### config.mk
export PLATFORM = sky130hd
export DESIGN_NAME = param_alu
export DESIGN_NICKNAME = d
export VERILOG_FILES = /design/src/rtl/param_alu.sv
export SDC_FILE = /design/constraint.sdc
export NUM_CORES = 1
export LEC_CHECK = 0
export BUFFER_PORTS_ARGS = -buffer_cell sky130_fd_sc_hd__buf_2
export CAP_MARGIN = 10
export CORE_ASPECT_RATIO = 0.5
export CORE_MARGIN = 4
export CORE_UTILIZATION = 50
export DETAILED_ROUTE_END_ITERATION = 8
export PLACE_DENSITY = 0.67
export SYNTH_ARGS = -nofsm -noshare
export SYNTH_HDL_FRONTEND = slang
export SYNTH_SLANG_ARGS = --single-unit
### constraint.sdc
create_clock -name clk -period 3.75 [get_ports clk]
set_clock_uncertainty 0.2 [all_clocks]
set_input_delay 0.375 -clock clk [delete_from_list [all_inputs] [get_ports clk]]
set_output_delay 0.375 -clock clk [all_outputs]
set_load 0.02 [all_outputs]
### src/rtl/param_alu.sv
// Parameterised ALU with sticky status flags and a WIDTH-cycle shift-add multiplier.
// One request in flight; results and flags land together with the out_valid pulse.
module param_alu #(
  parameter int WIDTH = 4
) (
  input  logic             clk,
  input  logic             reset,
  input  logic             in_valid,
  output logic             in_ready,
  input  logic [3:0]       opcode,
  input  logic [WIDTH-1:0] a,
  input  logic [WIDTH-1:0] b,
  output logic             out_valid,
  output logic [WIDTH-1:0] result,
  output logic [WIDTH-1:0] result_hi,
  output logic [4:0]       flag,
  output logic             illegal
);

  // state    | meaning
  // IDLE     | ready for a request; in_ready high
  // MUL_BUSY | shift-add multiply in progress, one partial product per cycle
  // DONE     | outputs valid for one cycle; out_valid high

  localparam logic [3:0] OP_ADD = 4'b0001;
  localparam logic [3:0] OP_SUB = 4'b0010;
  localparam logic [3:0] OP_AND = 4'b0011;
  localparam logic [3:0] OP_OR  = 4'b0100;
  localparam logic [3:0] OP_XOR = 4'b0101;
  localparam logic [3:0] OP_CMP = 4'b0110;
  localparam logic [3:0] OP_ADC = 4'b0111;
  localparam logic [3:0] OP_SBB = 4'b1000;
  localparam logic [3:0] OP_MUL = 4'b1001;

  localparam int CW = $clog2(WIDTH);

  typedef enum logic [1:0] {
    IDLE,
    MUL_BUSY,
    DONE
  } state_t;

  state_t state, state_next;

  logic                   accept;
  logic                   carry_in;
  logic                   borrow_in;
  logic [WIDTH:0]         add_sum;
  logic [WIDTH:0]         sub_diff;
  logic [2*WIDTH-1:0]     mul_acc;
  logic [2*WIDTH-1:0]     mul_mcand;
  logic [2*WIDTH-1:0]     mul_sum;
  logic [WIDTH-1:0]       mul_mplier;
  logic [CW-1:0]          mul_cnt;

  assign in_ready  = (state == IDLE);
  assign out_valid = (state == DONE);
  assign accept    = in_valid && (state == IDLE);

  assign carry_in  = (opcode == OP_ADC) ? flag[1] : 1'b0;
  assign borrow_in = (opcode == OP_SBB) ? flag[0] : 1'b0;
  assign add_sum   = {1'b0, a} + {1'b0, b} + {{WIDTH{1'b0}}, carry_in};
  // The MSB of the widened difference is the borrow, i.e. a < b + borrow_in.
  assign sub_diff  = {1'b0, a} - {1'b0, b} - {{WIDTH{1'b0}}, borrow_in};
  assign mul_sum   = mul_acc + (mul_mplier[0] ? mul_mcand : '0);

  always_ff @(posedge clk) begin
    if (reset) begin
      state <= IDLE;
    end else begin
      state <= state_next;
    end
  end

  always_comb begin
    state_next = state;
    case (state)
      IDLE: begin
        if (accept) begin
          state_next = (opcode == OP_MUL) ? MUL_BUSY : DONE;
        end
      end
      MUL_BUSY: begin
        if (mul_cnt == '0) begin
          state_next = DONE;
        end
      end
      DONE:    state_next = IDLE;
      default: state_next = IDLE;
    endcase
  end

  always_ff @(posedge clk) begin
    if (reset) begin
      result     <= '0;
      result_hi  <= '0;
      flag       <= '0;
      illegal    <= 1'b0;
      mul_acc    <= '0;
      mul_mcand  <= '0;
      mul_mplier <= '0;
      mul_cnt    <= '0;
    end else begin
      case (state)
        IDLE: begin
          if (accept) begin
            if (opcode != OP_MUL) begin
              result_hi <= '0;
              illegal   <= 1'b0;
            end
            case (opcode)
              OP_ADD, OP_ADC: begin
                result  <= add_sum[WIDTH-1:0];
                flag[1] <= add_sum[WIDTH];
              end
              OP_SUB, OP_SBB: begin
                result  <= sub_diff[WIDTH-1:0];
                flag[0] <= sub_diff[WIDTH];
              end
              OP_AND: result <= a & b;
              OP_OR:  result <= a | b;
              OP_XOR: result <= a ^ b;
              OP_CMP: begin
                result    <= '0;
                flag[4:2] <= (a < b) ? 3'b100 : ((a > b) ? 3'b010 : 3'b001);
              end
              OP_MUL: begin
                mul_acc    <= '0;
                mul_mcand  <= {{WIDTH{1'b0}}, a};
                mul_mplier <= b;
                mul_cnt    <= CW'(WIDTH - 1);
              end
              default: begin
                result  <= '0;
                illegal <= 1'b1;
              end
            endcase
          end
        end
        MUL_BUSY: begin
          mul_acc    <= mul_sum;
          mul_mcand  <= mul_mcand << 1;
          mul_mplier <= mul_mplier >> 1;
          mul_cnt    <= mul_cnt - 1'b1;
          // Results are only committed on the last step so an aborted multiply leaves no trace.
          if (mul_cnt == '0) begin
            {result_hi, result} <= mul_sum;
            illegal             <= 1'b0;
          end
        end
        default: ;
      endcase
    end
  end

endmodule

==> out/qor.csv <==
metric,value,unit
fin_crit_sh,73.0,%
place_hpwl,4990,microns
setup_viol,0,
die_area,6550,sq um
critPathRequiredTime,3760,ps
place_congestion,0.861,
final_net_count,387,
total_power,878,uW
cp-end-kind,register,
ios,31,
dieWidth,111,microns
routedWlPerCell,16.2,microns
status,finished clean,
power_density,305,nW/um^2
cts_made_buffers,5,
syn2layout_area_growth,9.61,%
rsz0062_at_grt,no,
drc,0,
drt-pass1-iter-count,5,
initial_core_util,52.6,%
grt_first_pass_wirelength,10800,microns
clock_sinks,38,
die_height,59.3,microns
ctsResizeCount,0,
dp_cells,405,
peakVddDrop,0.171,mV
syn_area,2630,sq um
core,5000,sq um
first_global_vias,2213,
synth-edff-count,0,
synth_flop_cell,dfxtp_1,
final_cells,413,
drive_above_1_share,13.7,%
critical_path_class,in2reg,
syn_nets,366,
min_period,2740,ps
viasPerCell,5.73,
clk_pin_slew,70,ps
ys_async_sr_fraction,0,%
rows,18,
cp_max_fo,12,
grt_max_degree,40,
netlist_instances,321,
postSynthAreaPerCell,8.19,sq um
cts_tree,yes,
clock-root-buffer,clkbuf_8,
synth_seq_cells,38,
max_cap_viol_count,0,
p_leak,1.21,nW
antenna_found_initial,0,
ys_seq_area_share,28.9,%
placed_area,2790,sq um
ctsHtreeMaxLevel,2,
antenna_left,0,
cts_buffer_depth,2,
hold_viol_final,0,
vias,2366,
fin_area,2880,sq um
report.final.slew_viol_count,0,
post_cts_buffers,0,
hold_path.class,in2reg,
yosysWarnings,0,
clk_latency,290,ps
final_util,57.6,%
io_buffer_count,30,
fillers,492,
fmax,365,MHz
hold_buffers,0,
setup_tns,0,ps
grt_util_all_layers,20.7,%
antenna_cells,0,
drt_iter0_markers,170,
arrival,2750,ps
totalWireLength,6700,microns
overflow,0,
worstMarginPinSlew,782,ps
slew_headroom,47.7,%
startpoint_type,input pin,
ys_types,52,
-- cell families after synthesis --
kind of cell             share of synthesized area (%)
AO/OA/AOI/OAI                                     22.9
XOR/XNOR                                          3.33
adder cells (fa/ha/maj)                           15.4
buffers and inverters                             5.76
flip-flops                                        28.9
multiplexers                                     0.381
AND/OR/NAND/NOR                                   23.2
-- state kept, by name (all words and copies together), names as in the netlist --
name,flops
result_hi,4
state,2
result,4
mul_mplier,4
illegal,1
mul_cnt,2
flag,5
mul_acc,8
mul_mcand,8
-- per-layer routing --
layer	up-vias	global-route usage, %	part of all wire [%]
met5	-	0	0
met4	0	4.39	1.1
met3	6	4.59	5.4
met2	55	34.6	45
met1	1125	27.9	48
li1	1180	-	-
-- Yosys cell counts (2+ instances only) --
cell / instances / area [sq um]
nor4_1: 4 / 25.0
nand2_1: 31 / 116
a22oi_1: 12 / 90.1
ha_1: 26 / 325
o21bai_1: 4 / 30.0
a31oi_1: 2 / 12.5
nor3_1: 4 / 20.0
nand3b_1: 3 / 22.5
or3_1: 2 / 12.5
a21oi_2: 2 / 17.5
o21ai_0: 7 / 35.0
or2_2: 2 / 12.5
nand3_1: 9 / 45.0
nand4b_1: 2 / 17.5
a311oi_1: 9 / 78.8
fa_1: 4 / 80.1
xnor2_1: 9 / 78.8
a21o_1: 3 / 22.5
nor2b_1: 7 / 43.8
o31ai_2: 3 / 37.5
inv_1: 18 / 67.6
buf_2: 4 / 20.0
a21oi_1: 28 / 140
buf_6: 2 / 22.5
and2_1: 8 / 50.1
nor2_1: 32 / 120
a211oi_1: 5 / 37.5
clkbuf_1: 11 / 41.3
o21a_1: 3 / 22.5
dfxtp_1: 38 / 761
nor4b_1: 2 / 17.5
nand2b_1: 5 / 31.3
-- layout by cell type, fill, tap and decap left out, drive strengths merged, types with 7 or more instances in the layout --
cell,n
dfxtp,38
nor2,32
nand2,31
buf,31
a21oi,30
ha,26
inv,18
a22oi,12
nand3,9
a311oi,9
xnor2,9
and2,8
nor2b,7
o21ai,7
clkbuf,7
-- final cells by class --
type / instances / area, sq um / area share, %
clock buffer: 7 / 86.3 / 3.00
timing repair buffer: 31 / 158 / 5.47
tap: 70 / 87.6 / 3.04
clock inverter: 1 / 5.00 / 0.174
sequential: 38 / 761 / 26.4
multi-input combinational: 248 / 1720 / 59.6
inverter: 18 / 67.6 / 2.34
-- where the power goes --
group          switching (mW)  leakage (nW)  total, mW  internal (mW)
clock                   0.151        0.0482      0.299          0.149
combinational           0.100         0.858      0.160         0.0598
sequential            0.00720         0.307      0.419          0.411
total                   0.258          1.21      0.878          0.620
-- stage by stage --
step	hold WS, ps	worst slack (ps)
2_1_floorplan	232	878
6_report	189	1010
4_1_cts	181	1030
5_1_grt	196	874
3_3_place_gp	238	814
3_5_place_dp	252	723
-- worst max-delay path: stages --
cell      delay, ps
buf_2           170
nor3_1          290
nand3_1         140
fa_1            530
inv_1            50
ha_1            170
o21a_1          180
or3_1           360
a21oi_1         200
xnor2_1          80
a211oi_1        210
-- final timing paths --
| path | from | to | slack (ps) | depth (start not counted) |
|---|---|---|---|---|
| setup / recovery | opcode[0] | flag[0]$_SDFFE_PP0P_ | 1010 | 11 |
| hold / removal | b[1] | mul_mplier[1]$_SDFFE_PP0P_ | 190 | 3 |
| setup reg to reg | mul_mplier[0]$_SDFFE_PP0P_ | mul_acc[6]$_SDFFE_PP0P_ | 1150 | 8 |
| hold reg to reg | mul_cnt[0]$_SDFFE_PP0P_ | mul_cnt[0]$_SDFFE_PP0P_ | 260 | 2 |
Power figures use the tool's default switching activity.
